`src/rtl/load_align_unit.sv`:
```
// Sequential little-endian load unit: aligned bus reads, B/H/W(/D) lane extraction, sign/zero extension.
// Optional macro LOAD_UNALIGNED_EN enables misaligned loads (in-word shift or two-beat merge).
module load_align_unit #(
  parameter int DATA_WIDTH = 32,
  parameter int ADDR_WIDTH = 32,
  parameter int RID_WIDTH  = 5
) (
  input  logic                  clk,
  input  logic                  resetn,
  input  logic                  req_valid,
  output logic                  req_ready,
  input  logic [ADDR_WIDTH-1:0] req_addr,
  input  logic [1:0]            req_size,
  input  logic                  req_signed,
  input  logic [RID_WIDTH-1:0]  req_rd,
  output logic                  mem_req_valid,
  input  logic                  mem_req_ready,
  output logic [ADDR_WIDTH-1:0] mem_req_addr,
  input  logic                  mem_resp_valid,
  input  logic [DATA_WIDTH-1:0] mem_resp_data,
  output logic                  wb_valid,
  input  logic                  wb_ready,
  output logic [RID_WIDTH-1:0]  wb_rd,
  output logic [DATA_WIDTH-1:0] wb_data,
  output logic                  wb_exc,
  output logic [ADDR_WIDTH-1:0] wb_badvaddr
);

  localparam int NBYTES = DATA_WIDTH / 8;
  localparam int OFFW   = $clog2(NBYTES);

  typedef enum logic [2:0] {
    S_IDLE, S_REQ0, S_WAIT0, S_REQ1, S_WAIT1, S_DONE, S_EXC
  } state_t;

  state_t state, state_next;

  logic [1:0]            size_q;
  logic                  signed_q;
  logic [OFFW-1:0]       off_q;
  logic                  split_q;
  logic [RID_WIDTH-1:0]  rd_q;
  logic [DATA_WIDTH-1:0] beat0_q;

  logic [OFFW-1:0]       req_off;
  logic [ADDR_WIDTH-1:0] beat0_addr;
  logic                  req_misaligned;
  logic                  size_bad;
  logic                  req_exc;
  logic                  req_split;

  assign req_off    = req_addr[OFFW-1:0];
  assign beat0_addr = {req_addr[ADDR_WIDTH-1:OFFW], {OFFW{1'b0}}};
  assign size_bad   = (DATA_WIDTH == 32) && (req_size == 2'd3);
  assign req_ready  = (state == S_IDLE);

  always_comb begin
    req_misaligned = 1'b0;
    case (req_size)
      2'd1:    req_misaligned = req_addr[0];
      2'd2:    req_misaligned = |req_addr[1:0];
      2'd3:    req_misaligned = |req_addr[2:0];
      default: req_misaligned = 1'b0;
    endcase
  end

`ifdef LOAD_UNALIGNED_EN
  logic [4:0] span_end;
  assign span_end  = 5'(req_off) + (5'd1 << req_size);
  assign req_exc   = size_bad;
  assign req_split = span_end > 5'(NBYTES);
`else
  assign req_exc   = size_bad || req_misaligned;
  assign req_split = 1'b0;
`endif

  // Lane merge: second beat sits above the first, then shift down by the byte offset.
  logic [2*DATA_WIDTH-1:0] pair;
  logic [DATA_WIDTH-1:0]   low;
  logic [DATA_WIDTH-1:0]   mask;
  logic [DATA_WIDTH-1:0]   load_data;
  logic                    sign_bit;

  always_comb begin
    pair = (state == S_WAIT1) ? {mem_resp_data, beat0_q}
                              : {{DATA_WIDTH{1'b0}}, mem_resp_data};
    low  = DATA_WIDTH'(pair >> (8 * off_q));
    case (size_q)
      2'd0: begin
        mask     = ~({DATA_WIDTH{1'b1}} << 8);
        sign_bit = low[7];
      end
      2'd1: begin
        mask     = ~({DATA_WIDTH{1'b1}} << 16);
        sign_bit = low[15];
      end
      2'd2: begin
        mask     = ~({DATA_WIDTH{1'b1}} << 32);
        sign_bit = low[31];
      end
      default: begin
        mask     = {DATA_WIDTH{1'b1}};
        sign_bit = low[DATA_WIDTH-1];
      end
    endcase
    load_data = (low & mask) | ((signed_q && sign_bit) ? ~mask : {DATA_WIDTH{1'b0}});
  end

  always_ff @(posedge clk or negedge resetn) begin
    if (!resetn) state <= S_IDLE;
    else         state <= state_next;
  end

  always_comb begin
    state_next = state;
    case (state)
      S_IDLE:  if (req_valid) state_next = req_exc ? S_EXC : S_REQ0;
      S_REQ0:  if (mem_req_valid && mem_req_ready) state_next = S_WAIT0;
      S_WAIT0: if (mem_resp_valid) state_next = split_q ? S_REQ1 : S_DONE;
      S_REQ1:  if (mem_req_valid && mem_req_ready) state_next = S_WAIT1;
      S_WAIT1: if (mem_resp_valid) state_next = S_DONE;
      S_DONE,
      S_EXC:   if (wb_ready) state_next = S_IDLE;
      default: state_next = S_IDLE;
    endcase
  end

  always_ff @(posedge clk or negedge resetn) begin
    if (!resetn) begin
      size_q        <= '0;
      signed_q      <= 1'b0;
      off_q         <= '0;
      split_q       <= 1'b0;
      rd_q          <= '0;
      beat0_q       <= '0;
      mem_req_valid <= 1'b0;
      mem_req_addr  <= '0;
      wb_valid      <= 1'b0;
      wb_rd         <= '0;
      wb_data       <= '0;
      wb_exc        <= 1'b0;
      wb_badvaddr   <= '0;
    end else begin
      case (state)
        S_IDLE: begin
          if (req_valid) begin
            size_q   <= req_size;
            signed_q <= req_signed;
            off_q    <= req_off;
            split_q  <= req_split;
            rd_q     <= req_rd;
            if (req_exc) begin
              wb_valid    <= 1'b1;
              wb_exc      <= 1'b1;
              wb_badvaddr <= req_addr;
              wb_data     <= '0;
              wb_rd       <= req_rd;
            end else begin
              mem_req_valid <= 1'b1;
              mem_req_addr  <= beat0_addr;
            end
          end
        end
        S_REQ0, S_REQ1: begin
          if (mem_req_ready) mem_req_valid <= 1'b0;
        end
        S_WAIT0, S_WAIT1: begin
          if (mem_resp_valid) begin
            if (state == S_WAIT0 && split_q) begin
              beat0_q       <= mem_resp_data;
              mem_req_valid <= 1'b1;
              mem_req_addr  <= mem_req_addr + ADDR_WIDTH'(NBYTES);
            end else begin
              wb_valid    <= 1'b1;
              wb_exc      <= 1'b0;
              wb_badvaddr <= '0;
              wb_data     <= load_data;
              wb_rd       <= rd_q;
            end
          end
        end
        S_DONE, S_EXC: begin
          if (wb_ready) begin
            wb_valid <= 1'b0;
            wb_exc   <= 1'b0;
          end
        end
        default: ;
      endcase
    end
  end

endmodule
```
`config.mk`:
```
export PLATFORM = sky130hd
export DESIGN_NAME = load_align_unit
export DESIGN_NICKNAME = d
export VERILOG_FILES = /design/src/rtl/load_align_unit.sv
export SDC_FILE = /design/constraint.sdc
export NUM_CORES = 1
export LEC_CHECK = 0
export ABC_AREA = 0
export BUFFER_PORTS_ARGS = -buffer_cell sky130_fd_sc_hd__buf_2
export CAP_MARGIN = 25
export CORE_AREA = 2 2 111 113
export DETAILED_ROUTE_END_ITERATION = 10
export DIE_AREA = 0 0 113 115
export PLACE_DENSITY = 0.72
export SLEW_MARGIN = 20
export SYNTH_ARGS = -nofsm -noshare
export SYNTH_HDL_FRONTEND = slang
export SYNTH_SLANG_ARGS = --single-unit
```
`constraint.sdc`:
```
create_clock -name clk -period 2.8 [get_ports clk]
set_input_delay 0.56 -clock clk [delete_from_list [all_inputs] [get_ports clk]]
set_output_delay 0.56 -clock clk [all_outputs]
set_load 0.005 [all_outputs]
```
-- Yosys cells after proc, flatten, opt, wreduce, memory -nomap -nowiden
Cells that the tools add are included.
- logic and storage cells: 94
- flip-flop bits (word level): 117
- equal/unequal tests: 20
- multiplexer cells: 38
- bitwise operators: 4
- shifts and indexed selects: 1
- reductions and logical operators: 19
- operator list (kind ; number):
    $mux W32 ; 10
    $pmux W32 S2 ; 3
    $mux W64 ; 1
    $shr A64 B5 Y32 ; 1
    $and A32 B32 Y32 ; 1
    $not A32 Y32 ; 1
    $or A32 B32 Y32 ; 1
    $mux W3 ; 6
    $ne A2 B2 Y1 const B ; 9
    $mux W5 ; 3
    $pmux W3 S5 ; 1
    $reduce_and A6 Y1 ; 2
    $pmux W5 S2 ; 1
    $reduce_and A5 Y1 ; 2
    $eq A3 B3 Y1 const B ; 3
    $pmux W1 S3 ; 3
    $mux W1 ; 8
    $reduce_or A2 Y1 ; 4
    $eq A3 B2 Y1 const B ; 2
    $reduce_bool A3 Y1 ; 2
    $eq A2 B1 Y1 const B ; 2
    $eq A2 B2 Y1 const B ; 2
    $pmux W1 S2 ; 2
    $reduce_and A4 Y1 ; 1
    other kinds (10) ; 11

-- Depth between registers and ports, before layout
- depth in word-level cells: 9
- mapped depth: 9
- depth with buffers taken out: 5

-- Least setup slack after synthesis
No wires, ideal clock.
- kind: input port to flip-flop
- from: input port mem_resp_data[31]
- to: register wb_data[19]
- slack: 965 ps
- data arrival time: 1714 ps
- cell stages on the path: 6
- data required time: 2679 ps
- library setup time: 121 ps
- cells stage by stage: mux4_2 and2_1 nand3b_1 a21oi_4 buf_6 a22o_1
- longest elaborated chain between the ends: 8
- RTL lines (element ; line ; source):
    from (decl) ; 20 ; input logic [DATA_WIDTH-1:0] mem_resp_data,
    $mux W64 ; 85 ; pair = (state == S_WAIT1) ? {mem_resp_data, beat0_q}
    $shr A64 B5 Y32 ; 87 ; low = DATA_WIDTH'(pair >> (8 * off_q));
    $pmux W1 S2 ; 88 ; case (size_q)
    $logic_and A1 B1 Y1 ; 106 ; load_data = (low & mask) | ((signed_q && sign_bit) ? ~mask : {DATA_WIDTH{1'b0}});
    $mux W32 ; 106 ;
    $or A32 B32 Y32 ; 106 ;
    $mux W32 ; 168 ; if (mem_resp_valid) begin
    $pmux W32 S2 ; 144 ; case (state)
    to (signal assigned) ; 177 ; wb_data <= load_data;
    to (decl) ; 24 ; output logic [DATA_WIDTH-1:0] wb_data,
No other way between the ends. The select of a mux whose other input is x is not followed.
A chain may end at the register's enable or synchronous reset.

-- Worst setup path after layout
- from: register state[2]
- to: register wb_data[28]
- longest elaborated chain between the ends: 9
- RTL lines (element ; line ; source):
    from (decl) ; 36 ; state_t state, state_next;
    from (signal assigned) ; 111 ; else state <= state_next;
    $eq A3 B3 Y1 ; 85, 144 ;
    $mux W64 ; 85 ;
    $shr A64 B5 Y32 ; 87 ;
    $pmux W1 S2 ; 88 ;
    $logic_and A1 B1 Y1 ; 106 ;
    $mux W32 ; 106 ;
    $or A32 B32 Y32 ; 106 ;
    $mux W32 ; 168 ;
    $pmux W32 S2 ; 144 ;
Several ways; a longest one is shown, not always the timed one. The select of a mux whose other input is x is not followed.

==> results.yml <==
clock_network:
  htree_levels: 4
  cts_buffers: 17
  path_clk_slew_ns: 0.05
  cts_setup_buffers: 0
  cts-resized-gates: 0
  clk_latency_ns: 0.42
  ctsHoldBuffers: 0
  clockBufferDepth: 2
  root_buffer: "clkbuf_16"
  cts_tree: "built"
  cts_num_sinks: 115
synthesis:
  synth_most_common_cell: "dfrtp_1"
  avgSynthCellArea_sq_um: 10.6
  synth_area_leaders: "dfrtp_1 51%, mux2_2 11%, nand2_1 6.9%"
  synth-compound-area-share_pct: 14.5
  synth_ff_type: "dfrtp_1"
  ys_types: 50
  synth_top_family_by_area: "multiplexers"
  async_flop_share_pct: 100
  yosys_warnings: 0
  synth_xor_area_share_pct: 0.156
  synthTopCellsByCount: "115 x dfrtp_1, 104 x nand2_1, 54 x mux2_2, 54 x o21ai_0, 24 x mux2i_1"
  netlist_area_sq_um: 5630
  synth_top_area_cell: "dfrtp_1"
  synth-edff-count: 0
  synthSimpleGateAreaFrac_pct: 14.1
  synthAdderAreaFrac_pct: 0
  synth_seq_cells: 115
  yosys-mux-area-fraction_pct: 15.5
  syn_inst: 529
  synth_seq_area_share_pct: 51.1
  synth_top_area_share_pct: 51.1
route:
  wire_per_inst_um: 17.0
  wl_met3_mm: 1.15
  vias: 4657
  first_pass_iters: 7
  drtIter0Drc: 311
  dr_wl_met2_mm: 7.02
  wl_mm: 14.5
  m1WireLength_mm: 6.06
  vias_per_cell: 5.44
  top_layer_used: "met4"
  ant_nets: 0
  post-route-drc-count: 10
timing:
  tns_ns: 0
  worst_slew_pin_slew_ns: 0.735
  maxSlewHeadroom_pct: 51.0
  report.final.slew_viol_count: 0
  setup_violations: 0
  timing.fmax_mhz: 415
  hold_viol: 0
  min_period_ns: 2.41
  fin_skew_ns: 0.0129
  finalCritPeriodShare_pct: 86.0
  rsz0062_at_grt: "false"
flow_run:
  cap_violations: 0
final_layout:
  drive_gt1_share_pct: 40.5
  antenna_cells: 0
  fin_nets: 776
  design_area_sq_um: 7310
  syn_to_final_growth_pct: 29.9
  final_cells: 856
floorplan:
  fp-row-count: 40
  fp.dieArea_sq_um: 13000
  start_util_pct: 47.6
  die_x_um: 113
  core_sq_um: 11800
  die_h_um: 115
  num_io_pins: 183
global_route:
  track_usage_pct: 23.1
  grt_overflow_total: 0
  antenna_found_initial: 0
  grt_max_degree: 107
  grt_pass1_wl_mm: 23.5
  grt_pass1_vias: 4730
pwr:
  power_uw: 8940
  irDropWorstVdd_uv: 647
  power.density_nw_per_um2: 1220
  p_leak_uw: 0.00358
placed_design:
  gp_congestion: 0.829
  port_buffers: 180
  place_area_sq_um: 6630
  placed_cells: 826
  place_hpwl_mm: 10.2
critical_path:
  crit_type: "reg2reg"
  startpoint_type: "register"
  cp_max_fo: 15
  crit_arrival_ns: 2.76
  slowest_stage: "dfrtp_1"
  r2r_start: "state[2]"
  reg2reg_slack_ns: 0.39
  worstPathRequired_ns: 3.15
  path_cells: "or3b_1, o211ai_4, a41oi_4, a21oi_4, a22o_1"
  crit_path_max_incr_delay_ns: 0.70
  critPathCaptureType: "register"
  r2r_cells: 5
  r2r-end: "wb_data[28]"
hold_path:
  hold_class: "in2async"
run_status:
  violations: "DRC"
  status: "finished, violations left"
-- placed cells by master (no fill, tap or decap), types with 5 or more instances in the layout --
cell	instances
buf_4	10
nor2_1	7
a21oi_1	7
mux2i_1	24
a221oi_1	7
nand2b_1	15
a32o_1	7
a22o_1	16
clkbuf_16	17
o311ai_0	8
nand2_1	104
nand3_1	23
o21ai_0	54
bufinv_16	7
dfrtp_1	115
buf_2	179
inv_1	5
mux2_2	54
-- layer usage --
metal	track usage, %	up-vias
li1	-	2220
met1	29.1	2242
met2	36.3	171
met3	8.59	24
met4	9.35	0
met5	0	-
-- logic make-up after synthesis --
family / count (synthesis)
other: 1
and+or+nand+nor: 169
buffers and inverters: 48
xor gates and xnor gates: 1
DFF: 115
muxes: 79
AOI/OAI and AO/OA: 116
-- worst max-delay path by stage --
stage | to | slack (ns) | from | cells past startpoint
2_1_floorplan | wb_data[19] | 0.96 | mem_resp_data[31] | 6
3_3_place_gp | wb_data[19] | 0.52 | state[2] | 5
3_5_place_dp | wb_data[29] | 0.43 | state[2] | 5
4_1_cts | wb_data[29] | 0.42 | state[2] | 5
5_1_grt | wb_data[26] | 0.27 | state[2] | 5
6_report | wb_data[28] | 0.39 | state[2] | 5
-- state kept, by name, summed over array words and instances (netlist names) --
register,count
wb_badvaddr,32
wb_data,32
mem_req_addr,30
rd_q,5
wb_rd,5
state,3
off_q,2
size_q,2
mem_req_valid,1
signed_q,1
wb_exc,1
wb_valid,1
-- area by class of cell --
class                   count  area [sq um]
fillers                   972          4500
flip-flops and latches    115          2880
multi-input cells         367          2520
repair buffers            192          1030
clock buffers              19           443
clock inverters            11           233
well taps                 147           184
inverters                   5          18.8
-- per-stage QoR --
step                      hold WS (ns)  utilization, %  setup WS, ns
after floorplan                  0.264               -         0.965
after global placement           0.457            56.2         0.523
after detailed placement         0.465            56.2         0.432
after CTS                        0.169            61.9         0.416
after global routing             0.208            61.9         0.270
final                            0.164            61.9         0.392
-- where the power goes --
part | switching (uW) | total [uW] | internal, uW
sequential | 528 | 2870 | 2350
combinational | 1910 | 3550 | 1650
clock | 749 | 2510 | 1760
total | 3180 | 8940 | 5760
-- worst max-delay path, delay by kind of cell, from the launching register on --
kind             cells  cell delay, ns
flip-flops           1            0.70
AND/OR/NAND/NOR      1            0.64
AO/OA/AOI/OAI        4            0.99
No activity file was read; power rests on OpenSTA's default activity.
